File: src/rtl/mips_div_unit.sv
// Iterative restoring divider for MIPS DIV/DIVU: quotient to LO, remainder to HI.
// One quotient bit per cycle over magnitudes; signs are restored in a single fixup cycle.
module mips_div_unit #(
  parameter int WIDTH  = 32,
  parameter int ITER_W = 6
) (
  input  logic             clk,
  input  logic             rst_n,
  input  logic             start_i,
  input  logic             is_signed_i,
  input  logic [WIDTH-1:0] dividend_i,
  input  logic [WIDTH-1:0] divisor_i,
  input  logic             flush_i,
  output logic             busy_o,
  output logic             done_o,
  output logic             div_by_zero_o,
  output logic [WIDTH-1:0] hi_o,
  output logic [WIDTH-1:0] lo_o
);

  typedef enum logic [1:0] {
    S_IDLE,
    S_RUN,
    S_FIX,
    S_DONE
  } state_e;

  state_e state_q, state_d;

  logic [WIDTH-1:0]  rem_q, quo_q, dvsMag_q, rawDividend_q;
  logic              quoNeg_q, remNeg_q, divZero_q;
  logic [ITER_W-1:0] cnt_q;
  logic [WIDTH-1:0]  hi_q, lo_q;
  logic              dbz_q;

  logic              dividendNeg, divisorNeg;
  logic [WIDTH-1:0]  dividendMag, divisorMag;
  logic [WIDTH:0]    shifted;
  logic              fits;
  logic [WIDTH-1:0]  trialDiff, remStep, quoStep;
  logic [WIDTH-1:0]  quoFix, remFix, finalHi, finalLo;
  logic              lastIter;

  always_ff @(posedge clk or negedge rst_n) begin
    if (!rst_n) begin
      state_q <= S_IDLE;
    end else begin
      state_q <= state_d;
    end
  end

  always_comb begin
    state_d = state_q;
    case (state_q)
      S_IDLE: if (start_i) state_d = S_RUN;
      S_RUN: begin
        if (flush_i)       state_d = S_IDLE;
        else if (lastIter) state_d = S_FIX;
      end
      S_FIX:  state_d = flush_i ? S_IDLE : S_DONE;
      S_DONE: state_d = S_IDLE;
      default: state_d = S_IDLE;
    endcase
  end

  always_comb begin
    busy_o = (state_q == S_RUN) || (state_q == S_FIX);
    done_o = (state_q == S_DONE);
  end

  assign div_by_zero_o = dbz_q;
  assign hi_o          = hi_q;
  assign lo_o          = lo_q;

  // A set top bit in the shifted remainder means it already exceeds any 32-bit divisor,
  // so the low WIDTH bits of the difference are exact whenever the trial succeeds.
  always_comb begin
    dividendNeg = is_signed_i & dividend_i[WIDTH-1];
    divisorNeg  = is_signed_i & divisor_i[WIDTH-1];
    dividendMag = dividendNeg ? -dividend_i : dividend_i;
    divisorMag  = divisorNeg  ? -divisor_i  : divisor_i;

    shifted   = {rem_q, quo_q[WIDTH-1]};
    fits      = shifted >= {1'b0, dvsMag_q};
    trialDiff = shifted[WIDTH-1:0] - dvsMag_q;
    remStep   = fits ? trialDiff : shifted[WIDTH-1:0];
    quoStep   = {quo_q[WIDTH-2:0], fits};
    lastIter  = (cnt_q == ITER_W'(WIDTH - 1));

    quoFix  = quoNeg_q ? -quo_q : quo_q;
    remFix  = remNeg_q ? -rem_q : rem_q;
    finalLo = divZero_q ? '1 : quoFix;
    finalHi = divZero_q ? rawDividend_q : remFix;
  end

  // The fixup edge writes HI/LO directly so results are visible in the same cycle as done.
  always_ff @(posedge clk or negedge rst_n) begin
    if (!rst_n) begin
      rem_q         <= '0;
      quo_q         <= '0;
      dvsMag_q      <= '0;
      rawDividend_q <= '0;
      quoNeg_q      <= 1'b0;
      remNeg_q      <= 1'b0;
      divZero_q     <= 1'b0;
      cnt_q         <= '0;
      hi_q          <= '0;
      lo_q          <= '0;
      dbz_q         <= 1'b0;
    end else begin
      case (state_q)
        S_IDLE: begin
          if (start_i) begin
            rem_q         <= '0;
            quo_q         <= dividendMag;
            dvsMag_q      <= divisorMag;
            rawDividend_q <= dividend_i;
            quoNeg_q      <= dividendNeg ^ divisorNeg;
            remNeg_q      <= dividendNeg;
            divZero_q     <= (divisor_i == '0);
            cnt_q         <= '0;
          end
        end
        S_RUN: begin
          if (!flush_i) begin
            rem_q <= remStep;
            quo_q <= quoStep;
            cnt_q <= cnt_q + ITER_W'(1);
          end
        end
        S_FIX: begin
          if (!flush_i) begin
            hi_q  <= finalHi;
            lo_q  <= finalLo;
            dbz_q <= divZero_q;
          end
        end
        default: ;
      endcase
    end
  end

endmodule

File: config.mk
export PLATFORM = sky130hd
export DESIGN_NAME = mips_div_unit
export DESIGN_NICKNAME = d
export VERILOG_FILES = /design/src/rtl/mips_div_unit.sv
export SDC_FILE = /design/constraint.sdc
export NUM_CORES = 1
export LEC_CHECK = 0
export CAP_MARGIN = 20
export CORE_UTILIZATION = 35
export DETAILED_ROUTE_END_ITERATION = 8
export PLACE_DENSITY = 0.65
export SYNTH_ARGS = -nofsm -noshare
export SYNTH_HDL_FRONTEND = slang
export SYNTH_SLANG_ARGS = --single-unit
File: constraint.sdc
create_clock -name clk -period 7.6 [get_ports clk]
set_input_delay 1.9 -clock clk [delete_from_list [all_inputs] [get_ports clk]]
set_output_delay 1.9 -clock clk [all_outputs]
set_load 0.01 [all_outputs]
==> impl_metrics.ini <==
[sta]
skew_ps = 17.1
rsz0062_at_grt = no
max_clock_freq_ghz = 0.224
hold_violations = 0
setup_viol_count_final = 0
tns_ps = 0
final_max_slew_viol_count = 0
worst_pin_slew_ps = 1030
hold_slack_ps = 474
finalCritPeriodShare = 0.588
timing.slew.headroom = 0.314
post-route-min-period_ps = 4470

[critical_path]
critPathKind = in2reg
arrival_ps = 4830
setup.worst_path.start_class = input port
startpoint = divisor_i[2]
crit_fanout = 5
r2r_start = rem_q[8]$_DFFE_PN0P_
rrSetupSlack_ps = 3930
end_kind = flip-flop
rr_worst_depth = 10
required_ps = 7960

[pwr]
clockPowerShare = 0.195
ir_drop_mv = 0.203
power_switching_mw = 2.95
cellPowerDensity_nw_per_um2 = 440
p_comb_frac = 0.502
total_power_mw = 6.83
leakagePower_nw = 6.58
pwr-share-seq = 0.303
swShare = 0.431
p_int_mw = 3.88

[outcome]
violations = DRC
status = finished with violations

[floorplan]
die_w_um = 193
initial_core_util = 0.358
core-area_sq_um = 35800
die_h_um = 193
num_rows = 69
ios = 136
die_area_sq_um = 37400

[placement]
placed_cell_area_sq_um = 14500
portBuffers = 135
gp_congestion = 0.935
dp_hpwl_mm = 27.6

[final_layout]
fin_nets = 1692
nFillCells = 3535
syn2layout_area_growth_pct = 21.1
drive_gt1_frac = 0.0725
final_cell_area_sq_um = 15500
multi_input_area_sq_um = 7200
regArea_sq_um = 5110

[clocking]
clock-sinks = 204
path_clk_slew_ps = 50
numCtsBuffers = 25
cts-resized-gates = 0
h-tree-depth = 1
worstSkewPairLatency_ps = 540
cts_root_buffer = clkbuf_16
tritoncts = yes
cts_buffer_depth = 3
post-cts-setup-buffer-count = 0
cts_hold_buf = 0

[synth]
yosysTopAreaCellShare = 0.398
ys_seq_area_frac = 0.398
synth_warnings = 0
yosys.cell_count.top_type = dfrtp_1
synth.distinct_cells = 71
netlist_top_cells_area = dfrtp_1 (40%), o21ai_0 (7.3%), xor2_1 (7.0%)
async_reset_ff_frac = 1.00
syn_avg_cell_area_sq_um = 8.63
synth-seq-cells = 204
synth_edf_count = 0
synth_flop_cell = dfrtp_1
synth_area_sq_um = 12800
synth_cells = 1484
syn_nets = 1596
yosysTopAreaCell = dfrtp_1
synth_commonest_cells = dfrtp_1 (204), o21ai_0 (186), nand2_1 (172)

[global_routing]
grt_pass1_vias = 10700
grt_max_degree = 102
grtUsageMet1 = 0.272
gr-total-overflow = 0
grtUsageMet2 = 0.320
busiest_layer = met2
antenna_found_initial = 0
grt_pass1_wl_mm = 59.2
use_met3 = 0.0199
grt_usage = 0.196

[detailed_routing]
vias = 11100
drc = 32
drt-vias-per-instance = 5.36
wl_per_cell_um = 17.9
drt_iter0_markers = 872
final_antenna_net_count = 0
drtPass1Iterations = 9
wirelength_mm = 36.8

[worst_hold_path]
hp-class = reg2reg
min_path_cells = 2
min-delay-start = dvsMag_q[20]$_DFFE_PN0P_

[flow_run]
cap_viol_max_count = 0
[cell type report]
cell class                 instances  share of cell area
antenna                            1            0.000161
clock buffer                      34              0.0470
clock inverter                    12              0.0133
inverter                          55              0.0133
multi-input combinational       1145               0.464
sequential                       204               0.329
tap                              461              0.0372
timing repair buffer             149              0.0962
[critical path, cell delays in order]
cell	delay (ps)
clkdlybuf4s50_1	490
or4_1	580
nor4_2	310
and2_2	270
nand3_1	160
or4_1	500
o41ai_1	320
xor2_1	190
o21ai_0	100
[state kept, by name, summed over array words and instances (netlist names)]
register and flops:
quoNeg_q 1, dvsMag_q 32, quo_q 32, state_q 2, rem_q 32, hi_o 32, rawDividend_q 32, div_by_zero_o 1
cnt_q 6, remNeg_q 1, lo_o 32, divZero_q 1
[placed cells by master (no fill, tap or decap), types with 28 or more instances in the layout]
cell,Yosys,routed
o21ai_0,186,186
nand2_1,172,171
a21oi_1,147,147
inv_1,54,54
o31ai_1,28,28
xor2_1,102,102
ha_1,42,41
clkdlybuf4s50_1,0,134
nor2_1,117,116
xnor2_1,44,44
dfrtp_1,204,203
mux2_2,31,31
[stage by stage]
stage	instances	setup WS [ps]	utilization
finish	2061	3130	0.433
global route	2060	2920	0.433
detailed placement	2012	2570	0.406
global placement	2012	2680	0.406
CTS	2058	3130	0.432
floorplan	1484	3390	-
[power groups by stage]
stage / sequential (mW) / combinational, mW / clock [mW]
floorplan: 1.94 / 2.37 / 0
detailed placement: 2.08 / 3.42 / 0
finish: 2.07 / 3.43 / 1.33
global route: 2.14 / 3.84 / 1.40
CTS: 2.06 / 3.43 / 1.36
global placement: 2.06 / 3.38 / 0
[routing by layer]
metal  vias to the layer above  share of wire
met5                         -              0
met4                         0          0.034
met3                        62          0.045
met2                       275           0.46
met1                      5239           0.46
li1                       5480              -
[worst paths after layout]
check                                            to
max                        dvsMag_q[27]$_DFFE_PN0P_
min                        dvsMag_q[20]$_DFFE_PN0P_
max reg2reg                   rem_q[29]$_DFFE_PN0P_
min reg2reg                dvsMag_q[20]$_DFFE_PN0P_
max in group asynchronous     divZero_q$_DFFE_PN0P_
min in group asynchronous      hi_o[11]$_DFFE_PN0P_
[kinds of logic (layout without fill, tap and decap cells)]
logic type	count (synthesis)	count (layout)	synth area share
flip-flops	204	204	0.398
XOR/XNOR	146	146	0.0998
adder cells (fa/ha/maj)	43	43	0.0426
AND/OR/NAND/NOR	445	445	0.164
other	0	1	0
AO/OA/AOI/OAI	467	467	0.215
multiplexers	44	44	0.0374
buffers and inverters	135	250	0.0427
No activity file was read; power rests on OpenSTA's default activity.
